[src/rtl/muldiv_unit.sv]
// Radix-2 iterative RV32M multiply/divide unit with valid/ready issue and result handshakes.
// Optional MULDIV_EARLY_OUT_EN: zero-operand multiplies and special-case divides finish early.
module muldiv_unit #(
   parameter int unsigned DATA_WIDTH = 32,
   parameter int unsigned CNT_WIDTH  = $clog2(DATA_WIDTH) + 1
) (
   input  logic                  clk,
   input  logic                  rst_n,
   input  logic                  in_valid,
   output logic                  in_ready,
   input  logic [2:0]            op,
   input  logic [DATA_WIDTH-1:0] opA,
   input  logic [DATA_WIDTH-1:0] opB,
   input  logic                  flush,
   output logic                  out_valid,
   input  logic                  out_ready,
   output logic [DATA_WIDTH-1:0] result,
   output logic                  div_by_zero,
   output logic                  div_overflow
);

   localparam int unsigned W = DATA_WIDTH;

   typedef enum logic [1:0] {StIdle, StCalc, StDone} state_e;

   state_e             state_q, state_d;
   logic [CNT_WIDTH-1:0] cnt_q, cnt_d;
   logic [2*W-1:0]     acc_q, acc_d;
   logic [W-1:0]       opnd_q, opnd_d;
   logic [2:0]         op_q, op_d;
   logic               neg_q, neg_d;
   logic               sa_q, sa_d;
   logic               dbz_q, dbz_d;
   logic               ovf_q, ovf_d;
   logic [W-1:0]       result_q, result_d;
   logic               dbz_out_q, dbz_out_d;
   logic               ovf_out_q, ovf_out_d;

   // Operand decode at issue time
   logic         a_signed, b_signed, sa, sb, dbz_in, ovf_in;
   logic [W-1:0] abs_a, abs_b;

   assign a_signed = (op == 3'b001) | (op == 3'b010) | (op == 3'b100) | (op == 3'b110);
   assign b_signed = (op == 3'b001) | (op == 3'b100) | (op == 3'b110);
   assign sa       = a_signed & opA[W-1];
   assign sb       = b_signed & opB[W-1];
   assign abs_a    = sa ? (~opA + 1'b1) : opA;
   assign abs_b    = sb ? (~opB + 1'b1) : opB;
   assign dbz_in   = op[2] & (opB == '0);
   assign ovf_in   = op[2] & ~op[0] & (opA == {1'b1, {(W-1){1'b0}}}) & (opB == '1);

`ifdef MULDIV_EARLY_OUT_EN
   logic early_in;
   assign early_in = (~op[2] & ((opA == '0) | (opB == '0))) | dbz_in | ovf_in;
`endif

   // One iteration step; acc holds {hi, lo} = {partial product, multiplier} or {rem, quotient}
   logic [W:0]     mul_sum, div_shift, div_diff;
   logic [2*W-1:0] mul_next, div_next;

   assign mul_sum   = {1'b0, acc_q[2*W-1:W]} + (acc_q[0] ? {1'b0, opnd_q} : '0);
   assign mul_next  = {mul_sum, acc_q[W-1:1]};
   assign div_shift = {acc_q[2*W-1:W], acc_q[W-1]};
   assign div_diff  = div_shift - {1'b0, opnd_q};
   assign div_next  = div_diff[W] ? {div_shift[W-1:0], acc_q[W-2:0], 1'b0}
                                  : {div_diff[W-1:0], acc_q[W-2:0], 1'b1};

   // Sign fix and result selection
   logic [2*W-1:0] prod_fix;
   logic [W-1:0]   quo_fix, rem_fix, final_res;

   assign prod_fix = neg_q ? (~acc_q + 1'b1) : acc_q;
   assign quo_fix  = dbz_q ? '1 : (neg_q ? (~acc_q[W-1:0] + 1'b1) : acc_q[W-1:0]);
   assign rem_fix  = sa_q ? (~acc_q[2*W-1:W] + 1'b1) : acc_q[2*W-1:W];

   always_comb begin
      final_res = '0;
      unique case (op_q)
         3'b000:                 final_res = prod_fix[W-1:0];
         3'b001, 3'b010, 3'b011: final_res = prod_fix[2*W-1:W];
         3'b100, 3'b101:         final_res = quo_fix;
         default:                final_res = rem_fix;
      endcase
   end

   always_comb begin
      state_d   = state_q;
      cnt_d     = cnt_q;
      acc_d     = acc_q;
      opnd_d    = opnd_q;
      op_d      = op_q;
      neg_d     = neg_q;
      sa_d      = sa_q;
      dbz_d     = dbz_q;
      ovf_d     = ovf_q;
      result_d  = result_q;
      dbz_out_d = dbz_out_q;
      ovf_out_d = ovf_out_q;

      if (flush) begin
         state_d   = StIdle;
         cnt_d     = '0;
         dbz_out_d = 1'b0;
         ovf_out_d = 1'b0;
      end else begin
         unique case (state_q)
            StIdle: begin
               if (in_valid) begin
                  state_d = StCalc;
                  cnt_d   = CNT_WIDTH'(W);
                  op_d    = op;
                  neg_d   = sa ^ sb;
                  sa_d    = sa;
                  dbz_d   = dbz_in;
                  ovf_d   = ovf_in;
                  opnd_d  = op[2] ? abs_b : abs_a;
                  acc_d   = {{W{1'b0}}, (op[2] ? abs_a : abs_b)};
`ifdef MULDIV_EARLY_OUT_EN
                  // Zero count: the next edge goes straight to DONE with a preloaded accumulator
                  if (early_in) begin
                     cnt_d = '0;
                     if (dbz_in) acc_d = {abs_a, {W{1'b1}}};
                     else if (!op[2]) acc_d = '0;
                  end
`endif
               end
            end
            StCalc: begin
               if (cnt_q == '0) begin
                  state_d   = StDone;
                  result_d  = final_res;
                  dbz_out_d = dbz_q;
                  ovf_out_d = ovf_q;
               end else begin
                  cnt_d = cnt_q - 1'b1;
                  acc_d = op_q[2] ? div_next : mul_next;
               end
            end
            StDone: begin
               if (out_ready) begin
                  state_d   = StIdle;
                  dbz_out_d = 1'b0;
                  ovf_out_d = 1'b0;
               end
            end
            default: state_d = StIdle;
         endcase
      end
   end

   always_ff @(posedge clk or negedge rst_n) begin
      if (!rst_n) begin
         state_q   <= StIdle;
         cnt_q     <= '0;
         acc_q     <= '0;
         opnd_q    <= '0;
         op_q      <= '0;
         neg_q     <= 1'b0;
         sa_q      <= 1'b0;
         dbz_q     <= 1'b0;
         ovf_q     <= 1'b0;
         result_q  <= '0;
         dbz_out_q <= 1'b0;
         ovf_out_q <= 1'b0;
      end else begin
         state_q   <= state_d;
         cnt_q     <= cnt_d;
         acc_q     <= acc_d;
         opnd_q    <= opnd_d;
         op_q      <= op_d;
         neg_q     <= neg_d;
         sa_q      <= sa_d;
         dbz_q     <= dbz_d;
         ovf_q     <= ovf_d;
         result_q  <= result_d;
         dbz_out_q <= dbz_out_d;
         ovf_out_q <= ovf_out_d;
      end
   end

   assign in_ready     = (state_q == StIdle);
   assign out_valid    = (state_q == StDone);
   assign result       = result_q;
   assign div_by_zero  = dbz_out_q;
   assign div_overflow = ovf_out_q;

endmodule

[config.mk]
export PLATFORM = sky130hd
export DESIGN_NAME = muldiv_unit
export DESIGN_NICKNAME = d
export VERILOG_FILES = /design/src/rtl/muldiv_unit.sv
export SDC_FILE = /design/constraint.sdc
export NUM_CORES = 1
export LEC_CHECK = 0
export BUFFER_PORTS_ARGS = -buffer_cell sky130_fd_sc_hd__buf_4
export CAP_MARGIN = 20
export CELL_PAD_IN_SITES_DETAIL_PLACEMENT = 1
export CELL_PAD_IN_SITES_GLOBAL_PLACEMENT = 2
export CORE_ASPECT_RATIO = 0.8
export CORE_MARGIN = 2
export CORE_UTILIZATION = 39
export DETAILED_ROUTE_END_ITERATION = 8
export PLACE_DENSITY = 0.85
export SYNTH_ARGS = -nofsm -noshare
export SYNTH_HDL_FRONTEND = slang
export SYNTH_SLANG_ARGS = --single-unit
[constraint.sdc]
create_clock -name clk -period 8.4 [get_ports clk]
set_input_delay 0.84 -clock clk [delete_from_list [all_inputs] [get_ports clk]]
set_output_delay 0.84 -clock clk [all_outputs]
set_load 0.05 [all_outputs]
Yosys cells after proc, flatten, opt, wreduce, memory -nomap -nowiden
Index checks and enable logic that the tools add are counted. Widths: inputs -> output; s select.

Register bits after elaboration: 145. Input bits: 72. Output and inout bits: 36. Word-level logic and storage cells: 104.

$add $sub $neg: 8. Eq/ne operators: 19. Multiplexer cells: 31. Bitwise logic cells: 19. Reductions and logical operators: 15.

Operators by type and width (number): $mux 64 (5); $mux 32 (8); $add 32x1->32 const B (4); $not 32->32 (4); $pmux 64 s2 (1); $pmux 32 s3 (1); $add 64x1->64 const B (1); $eq 32x32->1 const B (2); $not 64->64 (1); $add 32x32->33 (1); $sub 33x32->33 (1); $logic_not 32->1 (1); $mux 6 (3); $reduce_and 3->1 (5); $eq 3x3->1 const B (4); $pmux 6 s2 (1); $eq 3x2->1 const B (3); $mux 2 (4); $and 1x1->1 (6); $eq 3x1->1 const B (2); $logic_not 6->1 (1); $ne 3x2->1 const B (2); $ne 3x3->1 const B (2); $pmux 2 s3 (1); other kinds (16) (28).

Logic depth before layout (Yosys ltp)
Gate-level depths: netlist of the first run.

Depth in word-level cells: 9. Mapped depth: 14. Gate-level depth less buffers: 13.

Least setup slack after synthesis of the first run
OpenSTA, ideal clock, no wires.

Path type: reg-to-reg. From: register acc_q[50]. To: register result_q[30], in the netlist result[30]. Setup time: 0.132 ns. Arrival: 3.165 ns. Required time: 8.268 ns. Slack: 5.102 ns. Stages on the path, launching flop included: 11. Path buffers: 1. Period minus slack after synthesis: 3.298 ns. Cell sequence: dfrtp_1 clkbuf_1 or3_1 or4_1 or3_1 or4_1 or3_1 a31oi_1 nor3_1 a2111oi_0 nor2_1.

Longest elaborated chain between the ends: 4. Elaborated cells on any way between the ends: 7. Those cells by class: 2 x add/sub; 3 x mux; 2 x bitwise.

RTL lines: from (decl) (RTL line 28) `logic [2*W-1:0] acc_q, acc_d;`; from (signal assigned) (RTL line 155) `acc_q <= '0;`; from (signal assigned) (RTL line 168) `acc_q <= acc_d;`; $not 64->64 / $not 32->32 (equally long branches) (RTL line 72, 74); $add 64x1->64 / $add 32x1->32 (equally long branches) (RTL line 72, 74); $mux 64 / $mux 32 (equally long branches) (RTL line 72, 74); $pmux 32 s3 * (RTL line 78) `unique case (op_q)`; to (signal assigned) (RTL line 175) `result_q <= result_d;`; to (decl) (RTL line 35) `logic [W-1:0] result_q, result_d;`.

Mark *: on every way between the ends. The rest lies on a longest branch, timed or not. A chain may end at the register's enable or synchronous reset.

==> qor.txt, run 1 <==
Clock Power Share -> 12.0%
Post-Syn Area -> 14,600 sq um
Via density -> 6.11
Relative slew slack -> 27.2%
Filler instances -> 4,547
Critical path launch point type -> flop
Final Skew -> 0.0159 ns
Fin. max-slew vios -> 0
Initial antenna violation count -> 1
Latest clock arrival within the worst-skew pair -> 0.46 ns
Most frequent cells in the layout -> nor2_1, a21oi_1, nand2_1, o21ai_0, dfrtp_1
Run status -> completed
Net Switching -> 3.75 mW
Vias in the first global route -> 14,700
Starting DRT DRC Count -> 1,376
Avg Inst Size Synth -> 7.54 sq um
Pwr Total -> 6.75 mW
Synth async-reset ratio -> 100%
Drt first pass iters -> 6
Via count -> 15,000
Switching portion of total power -> 55.7%
Total CTS buffers -> 17
Layout area overhead -> 11.6%
CP arrival -> 4.61 ns
Hold-fix buffers, CTS -> 0
IO Port Bufs -> 107
Fmax -> 234 MHz
Worst Reg-to-Reg Cells -> 11
Final period util -> 50.8%
Initial Util -> 39.5%
Logic pwr share -> 66.2%
DRC viols -> 0
Most common cell after layout, fill and taps aside -> nor2_1
Peak supply drop -> 0.000224 V
Clock sink total -> 145
Rows -> 63
Synth Register Bits -> 145
Max Root-Sink Buffers -> 2
Htree depth -> 4
Vert. Die Dim -> 177 um
Post-synth EDFFs -> 0
Critical setup path kind -> flop to flop
PD cells -> 413 nW/um^2
Detail Route Antenna Nets -> 0
First-pass GRT wire length -> 90.7 mm
Final worst path period need -> 4.27 ns
Final #Nets -> 2,098
Clock root buffer -> clkbuf_16
Post-Synthesis Cells -> 1,940
Main synth FF type -> dfrtp_1
Unique masters post-synth -> 78
GPL Wtd Cong -> 0.926
Grt total ovfl -> 0
Worst-Margin Slew -> 1.09 ns
Die area -> 39,100 sq um
Setup TNS -> 0 ns
Layout cells sized above 1 -> 10.5%
Worst Hold Class -> primary input to asynchronous set/reset pin
Pin count of the biggest net entering global routing -> 89
Syn. warnings -> 0
Flop pwr share -> 21.8%
RSZ-0062 raised after global routing -> false
Post-Syn Nets -> 2,084
Setup Viol. Count Final -> 0
Global Route Usage Sum -> 30.6%
Post-CTS setup buffers -> 0
Maximum capacitance violations -> 0
Cts repair resizes -> 0
CP Max Fanout -> 59
Core ar. -> 37,000 sq um
Clock Pin Slew Worst Setup and Hold Paths -> 0.07 ns
DP HPWL -> 46.5 mm
CTS tree -> yes
Die W -> 221 um
CP endpoint kind -> flop
Routed WL -> 60.0 mm
Sequential share of the synthesized area -> 24.8%
CP required -> 8.74 ns
DR WL/cell -> 24.4 um
IO Pins -> 108
Final Hold Vio Count -> 0
Int Power -> 2.99 mW
Static leakage -> 7.03 nW
[Yosys cell counts (8+ instances only)]
master | count | area, sq um
o221ai_1 | 21 | 184
nand2b_1 | 14 | 87.6
clkbuf_1 | 122 | 458
or3_1 | 19 | 119
a21o_1 | 28 | 210
a22oi_1 | 19 | 143
inv_1 | 59 | 221
nand3_1 | 25 | 125
o22ai_1 | 9 | 56.3
o21ai_0 | 180 | 901
o21ai_1 | 8 | 40.0
or4_1 | 16 | 120
a31oi_1 | 21 | 131
o31ai_1 | 27 | 203
xor2_1 | 93 | 815
buf_1 | 8 | 30.0
o21a_1 | 10 | 75.1
xnor2_1 | 105 | 920
o22a_1 | 9 | 78.8
a21oi_1 | 194 | 971
and3_1 | 8 | 50.1
o41ai_1 | 9 | 78.8
nand2_1 | 191 | 717
and2_1 | 11 | 68.8
o21bai_1 | 10 | 75.1
mux2i_1 | 65 | 651
o211ai_1 | 8 | 60.1
nand4_1 | 20 | 125
dfrtp_1 | 145 | 3630
nor3_1 | 33 | 165
nor4_1 | 16 | 100
ha_1 | 70 | 876
a211oi_1 | 23 | 173
mux2_2 | 19 | 214
nor2_1 | 216 | 811
nor2b_1 | 15 | 93.8
a221oi_1 | 12 | 105
[power by group through the flow]
stage | Combinational, mW | Sequential [mW] | Clock [mW]
after global routing | 4.86 | 1.51 | 0.849
after floorplan | 3.01 | 1.45 | 0
after global placement | 4.31 | 1.45 | 0
final | 4.46 | 1.47 | 0.811
after CTS | 4.42 | 1.46 | 0.819
after detailed placement | 4.39 | 1.47 | 0
[per-layer routing]
layer | vias up | GRT usage (%) | routed length, um
met3 | 55 | 6.15 | 4330
met4 | 0 | 7.06 | 1040
met1 | 7513 | 45.8 | 29000
met5 | - | 0 | 0
li1 | 7001 | - | -
met2 | 442 | 44.8 | 25600
[through the flow]
stage | hold WS, ns | area, sq um | utilization (%) | std cells | setup slack, ns
after detailed placement | 0.473 | 15700 | 42.4 | 2421 | 4.21
after floorplan | 0.449 | 14600 | - | 1940 | 5.10
final | 0.480 | 16300 | 44.0 | 2456 | 4.13
after CTS | 0.487 | 16300 | 44.0 | 2453 | 4.18
after global placement | 0.470 | 15700 | 42.4 | 2421 | 4.38
after global routing | 0.524 | 16300 | 44.0 | 2454 | 3.82
[sequential cells by signal, indices dropped and copies added (netlist names)]
signal	cells
neg_q	1
op_q	3
opnd_q	32
ovf_q	1
dbz_q	1
acc_q	64
div_by_zero	1
result	32
div_overflow	1
cnt_q	6
state_q	2
sa_q	1
[cell families after synthesis]
family          synth area share [%]
mux                             5.91
xor+xnor                        11.9
flops                           24.8
simple gates                    19.6
fa+ha+maj                       6.26
compound gates                  26.5
buf+inv                         5.08
[layout make-up]
| type | instances | area [sq um] | area share [%] |
|---|---|---|---|
| Timing Repair Buffer | 129 | 980 | 6.00 |
| Clock inverter | 13 | 143 | 0.874 |
| Sequential cell | 145 | 3630 | 22.2 |
| Antenna cell | 2 | 5.00 | 0.0307 |
| Inverter | 61 | 229 | 1.40 |
| Multi-Input combinational cell | 1600 | 10300 | 62.9 |
| Clock buffer | 19 | 453 | 2.78 |
| Tap cell | 487 | 609 | 3.73 |
[critical path: stages, from the launching register on]
cell     delay [ns]
dfrtp_1        0.40
inv_1          0.07
ha_1           0.19
nand2_1        0.13
nor3_1         0.61
a211o_1        0.26
or2_2          0.11
buf_4          0.39
inv_1          0.55
nand2_2        0.42
buf_4          0.54
mux2_2         0.41
[worst paths after layout]
| check | start | endpoint | slack [ns] |
|---|---|---|---|
| worst max-delay path | cnt_q[0]$_DFFE_PN0P_ | opnd_q[11]$_DFFE_PN0P_ | 4.13 |
| worst min-delay path | rst_n | result[20]$_DFFE_PN0P_ | 0.48 |
| worst max register to register | cnt_q[0]$_DFFE_PN0P_ | opnd_q[11]$_DFFE_PN0P_ | 4.13 |
| worst min register to register | result[0]$_DFFE_PN0P_ | result[0]$_DFFE_PN0P_ | 0.49 |
| max in group asynchronous | rst_n | acc_q[10]$_DFFE_PN0P_ | 6.53 |
| min in group clk | result[0]$_DFFE_PN0P_ | result[0]$_DFFE_PN0P_ | 0.49 |
Note: power is estimated with default switching activity, not from simulation.
==> run 2: changes to the inputs <==
ABC_AREA = 1   (was unset)
CORE_UTILIZATION = 33   (was 39)
PLACE_DENSITY = 0.81   (was 0.85)
clock period = 4.5 ns   (was 8.4 ns; I/O delays follow)
==> run 2 against run 1 <==
- utilization is 6.7 points lower
- critical path depth stayed put
- total power is 130% higher
- clock power is 89% higher
- die area is 45% higher
- final area is 23% higher
- largest cell class unchanged
- highest routed layer is now met5
==> qor.txt, run 2 <==
Run status -> completed
Setup Viol. Count Final -> 0 (unchanged)
Most frequent cells in the layout -> nand2_1, inv_1, nand3_1, nor2_1, a21oi_1
Max reg flops -> 64 (unchanged)
DP HPWL -> 73.7 mm (+59%)
WP depth -> 11 (unchanged)
Initial Util -> 33.4% (-6.1 points)
Starting DRT DRC Count -> 1,979 (+44%)
Latest clock arrival within the worst-skew pair -> 0.51 ns (+0.05 ns)
CTS tree -> yes
CP endpoint kind -> flop
Biggest register -> acc_q
GPL Wtd Cong -> 0.978 (+5.5%)
PD cells -> 782 nW/um^2 (+89%)
Layout cells sized above 1 -> 7.31% (-3.2 points)
Worst-Margin Slew -> 1.06 ns (-0.0288 ns)
Clock root buffer -> clkbuf_16
Logic pwr share -> 72.8% (+6.6 points)
Cts repair resizes -> 0 (unchanged)
Setup TNS -> 0 ns (unchanged)
Synth top cells by count -> nand2_1, inv_1, nand3_1
IO Port Bufs -> 107 (unchanged)
Unique masters post-synth -> 51 (-35%)
DR WL/cell -> 22.4 um (-8.2%)
Initial antenna violation count -> 1 (unchanged)
Final Hold Vio Count -> 0 (unchanged)
Routed WL -> 90.2 mm (+50%)
Int Power -> 5.89 mW (+97%)
Sequential share of the synthesized area -> 20.1% (-4.7 points)
First-pass GRT wire length -> 136 mm (+50%)
Global Route Usage Sum -> 32.1% (+1.4 points)
Layout Cells excl Fill -> 4,026 (+64%)
Final period util -> 73.9% (+23 points)
Htree depth -> 4 (unchanged)
Drt first pass iters -> 5 (-1)
CP arrival -> 3.75 ns (-0.86 ns)
IO Pins -> 108 (unchanged)
Finished Core Util -> 37.3% (-6.7 points)
Rows -> 76 (+21%)
Critical setup path kind -> flop to flop
Die area -> 56,500 sq um (+45%)
Peak supply drop -> 0.000327 V (+46%)
Filler instances -> 7,455 (+64%)
Core ar. -> 53,900 sq um (+46%)
Placed insts -> 3,993 (+65%)
Fin. max-slew vios -> 0 (unchanged)
Area contributors post-synth -> nand2_1, dfrtp_1, inv_1
Detail Route Antenna Nets -> 0 (unchanged)
Setup WS post-layout -> 1.17 ns (-2.96 ns)
Flop pwr share -> 17.5% (-4.3 points)
RSZ-0062 raised after global routing -> false
Most frequent cell after synthesis -> nand2_1
Final #Nets -> 3,455 (+65%)
Final Skew -> 0.0180 ns (+0.00210 ns)
Hold Startpoint -> op[1]
Main synth FF type -> dfrtp_1
Post-synth top area share -> 22.3% (-2.5 points)
Diode count -> 0 (-2)
Synth area leader -> nand2_1
Net Switching -> 9.84 mW (+160%)
Worst R2R End -> acc_q[0]$_DFFE_PN0P_
Vert. Die Dim -> 213 um (+20%)
Pin count of the biggest net entering global routing -> 71 (-20%)
Post-Syn Area -> 18,000 sq um (+23%)
Critical path launch point type -> flop
Max Root-Sink Buffers -> 2 (unchanged)
Static leakage -> 10.9 nW (+55%)
Switching portion of total power -> 62.5% (+6.9 points)
Total CTS buffers -> 17 (unchanged)
DRC viols -> 0 (unchanged)
Hold Path End -> op_q[1]$_DFFE_PN0P_
Relative slew slack -> 28.4% (+1.2 points)
Crit path buffers/inverters -> 5 (+1)
Post-Synthesis Cells -> 3,253 (+68%)
Fmax -> 301 MHz (+28%)
Maximum capacitance violations -> 0 (unchanged)
Critical path's slowest cell -> nand2_1
Clock Power Share -> 9.7% (-2.3 points)
Layout area overhead -> 11.6% (about the same)
Crit-path cells -> inv_1 > nor2_2 > buf_4 > inv_2 > nor2_1 > nand2_1 > nand2_1 > inv_2 > buf_12 > nor2_1 > a22oi_1
Clock Pin Slew Worst Setup and Hold Paths -> 0.08 ns (about the same)
Most common cell after layout, fill and taps aside -> nand2_1
CP required -> 4.92 ns (-3.82 ns)
Synth Register Bits -> 145 (unchanged)
Vias in the first global route -> 21,500 (+46%)
Worst Hold Depth -> 3
Clock sink total -> 145 (unchanged)
Final worst path period need -> 3.33 ns (-0.944 ns)
Syn. warnings -> 0 (unchanged)
Post-Syn Nets -> 3,397 (+63%)
Synth async-reset ratio -> 100% (unchanged)
FF-to-FF Start -> state_q[0]$_DFFE_PN0P_
Worst Hold Class -> primary input to flop
Avg Inst Size Synth -> 5.54 sq um (-27%)
Cell family with most CP delay -> buffers and inverters
Post-synth EDFFs -> 0 (unchanged)
Worst Reg-to-Reg Cells -> 11 (unchanged)
DP Worst Slack -> 1.20 ns (-3.01 ns)
CP Max Fanout -> 58 (-1.7%)
Grt total ovfl -> 0 (unchanged)
Via density -> 5.43 (-11%)
Via count -> 21,900 (+46%)
Reg2Reg Setup Slack -> 1.17 ns (-2.96 ns)
Die W -> 265 um (+20%)
Slowest cell delay on critical path -> 0.66 ns (+0.05 ns)
[run 2: changes by cell type in the layout (fill, tap and decap cells not counted), sizes merged, moves of 39 or more]
cell	before	now
xor2	93	54
nand3	25	353
nor2	216	358
mux2i	65	0
nand2	191	1077
inv	66	514
xnor2	105	16
[run 2: metrics by stage]
step / cell area (sq um) / hold WS (ns) / total power, mW
floorplan: 18000 / 0.154 / 9.94
global placement: 19500 / 0.470 / 13.6
detailed placement: 19500 / 0.479 / 13.9
CTS: 20100 / 0.242 / 15.5
global route: 20100 / 0.288 / 17.0
finish: 20100 / 0.270 / 15.7
[run 2: logic make-up (layout without fill, tap and decap cells)]
family                   Yosys count  in the layout  share of synthesized area (%)
XOR/XNOR                          70             70                           3.40
AO/OA/AOI/OAI                    420            420                           13.1
flip-flops                       145            145                           20.1
AND/OR/NAND/NOR                 1940           1940                           45.2
buffers and inverters            606            677                           13.1
adder cells (fa/ha/maj)           72             72                           5.08
[run 2: repair_timing]
item | 4_1_cts | 5_1_grt
buffers inserted | 0 | 0
hold buffers | 1 | 0
endpoints found under the hold margin | 22 | 0
[run 2: worst max path at each step]
stage,from,end,slack [ns]
finish,state_q[0]$_DFFE_PN0P_,acc_q[0]$_DFFE_PN0P_,1.17
global route,acc_q[31]$_DFFE_PN0P_,acc_q[61]$_DFFE_PN0P_,0.97
CTS,acc_q[31]$_DFFE_PN0P_,acc_q[61]$_DFFE_PN0P_,1.25
detailed placement,op[2],acc_q[17]$_DFFE_PN0P_,1.20
global placement,op[2],acc_q[17]$_DFFE_PN0P_,1.27
floorplan,acc_q[0]$_DFFE_PN0P_,acc_q[53]$_DFFE_PN0P_,1.83
[run 2: power by group through the flow]
stage	Sequential, mW	Clock (mW)	Combinational [mW]
after floorplan	2.81	0	7.13
after global placement	2.71	0	10.9
after detailed placement	2.75	0	11.1
after CTS	2.72	1.57	11.2
after global routing	2.80	1.60	12.6
final	2.75	1.53	11.4
[run 2: cell type report]
class | instances | area [sq um] | share of cell area (%)
Clock buffer | 17 | 425 | 2.11
Clock inverter | 15 | 188 | 0.933
Inverter | 509 | 1910 | 9.49
Multi-Input combinational cell | 2502 | 12100 | 59.9
Sequential cell | 145 | 3630 | 18.0
Tap cell | 702 | 878 | 4.36
Timing Repair Buffer | 136 | 1040 | 5.17
[run 2: worst register-to-register path, cell delays in order, from the launching register on]
cell and delay [ns]:
dfrtp_1 0.40, inv_1 0.07, nor2_2 0.03, buf_4 0.22
inv_2 0.64, nor2_1 0.15, nand2_1 0.66, nand2_1 0.20
inv_2 0.17, buf_12 0.30, nor2_1 0.20, a22oi_1 0.20
[run 2: routing by layer]
| layer | up-vias | GRT usage [%] | routed length [um] |
|---|---|---|---|
| li1 | 10400 | - | - |
| met1 | 10700 | 47.3 | 44500 |
| met2 | 666 | 46.8 | 36900 |
| met3 | 104 | 6.47 | 6650 |
| met4 | 2 | 8.92 | 2190 |
| met5 | - | 0 | 57 |
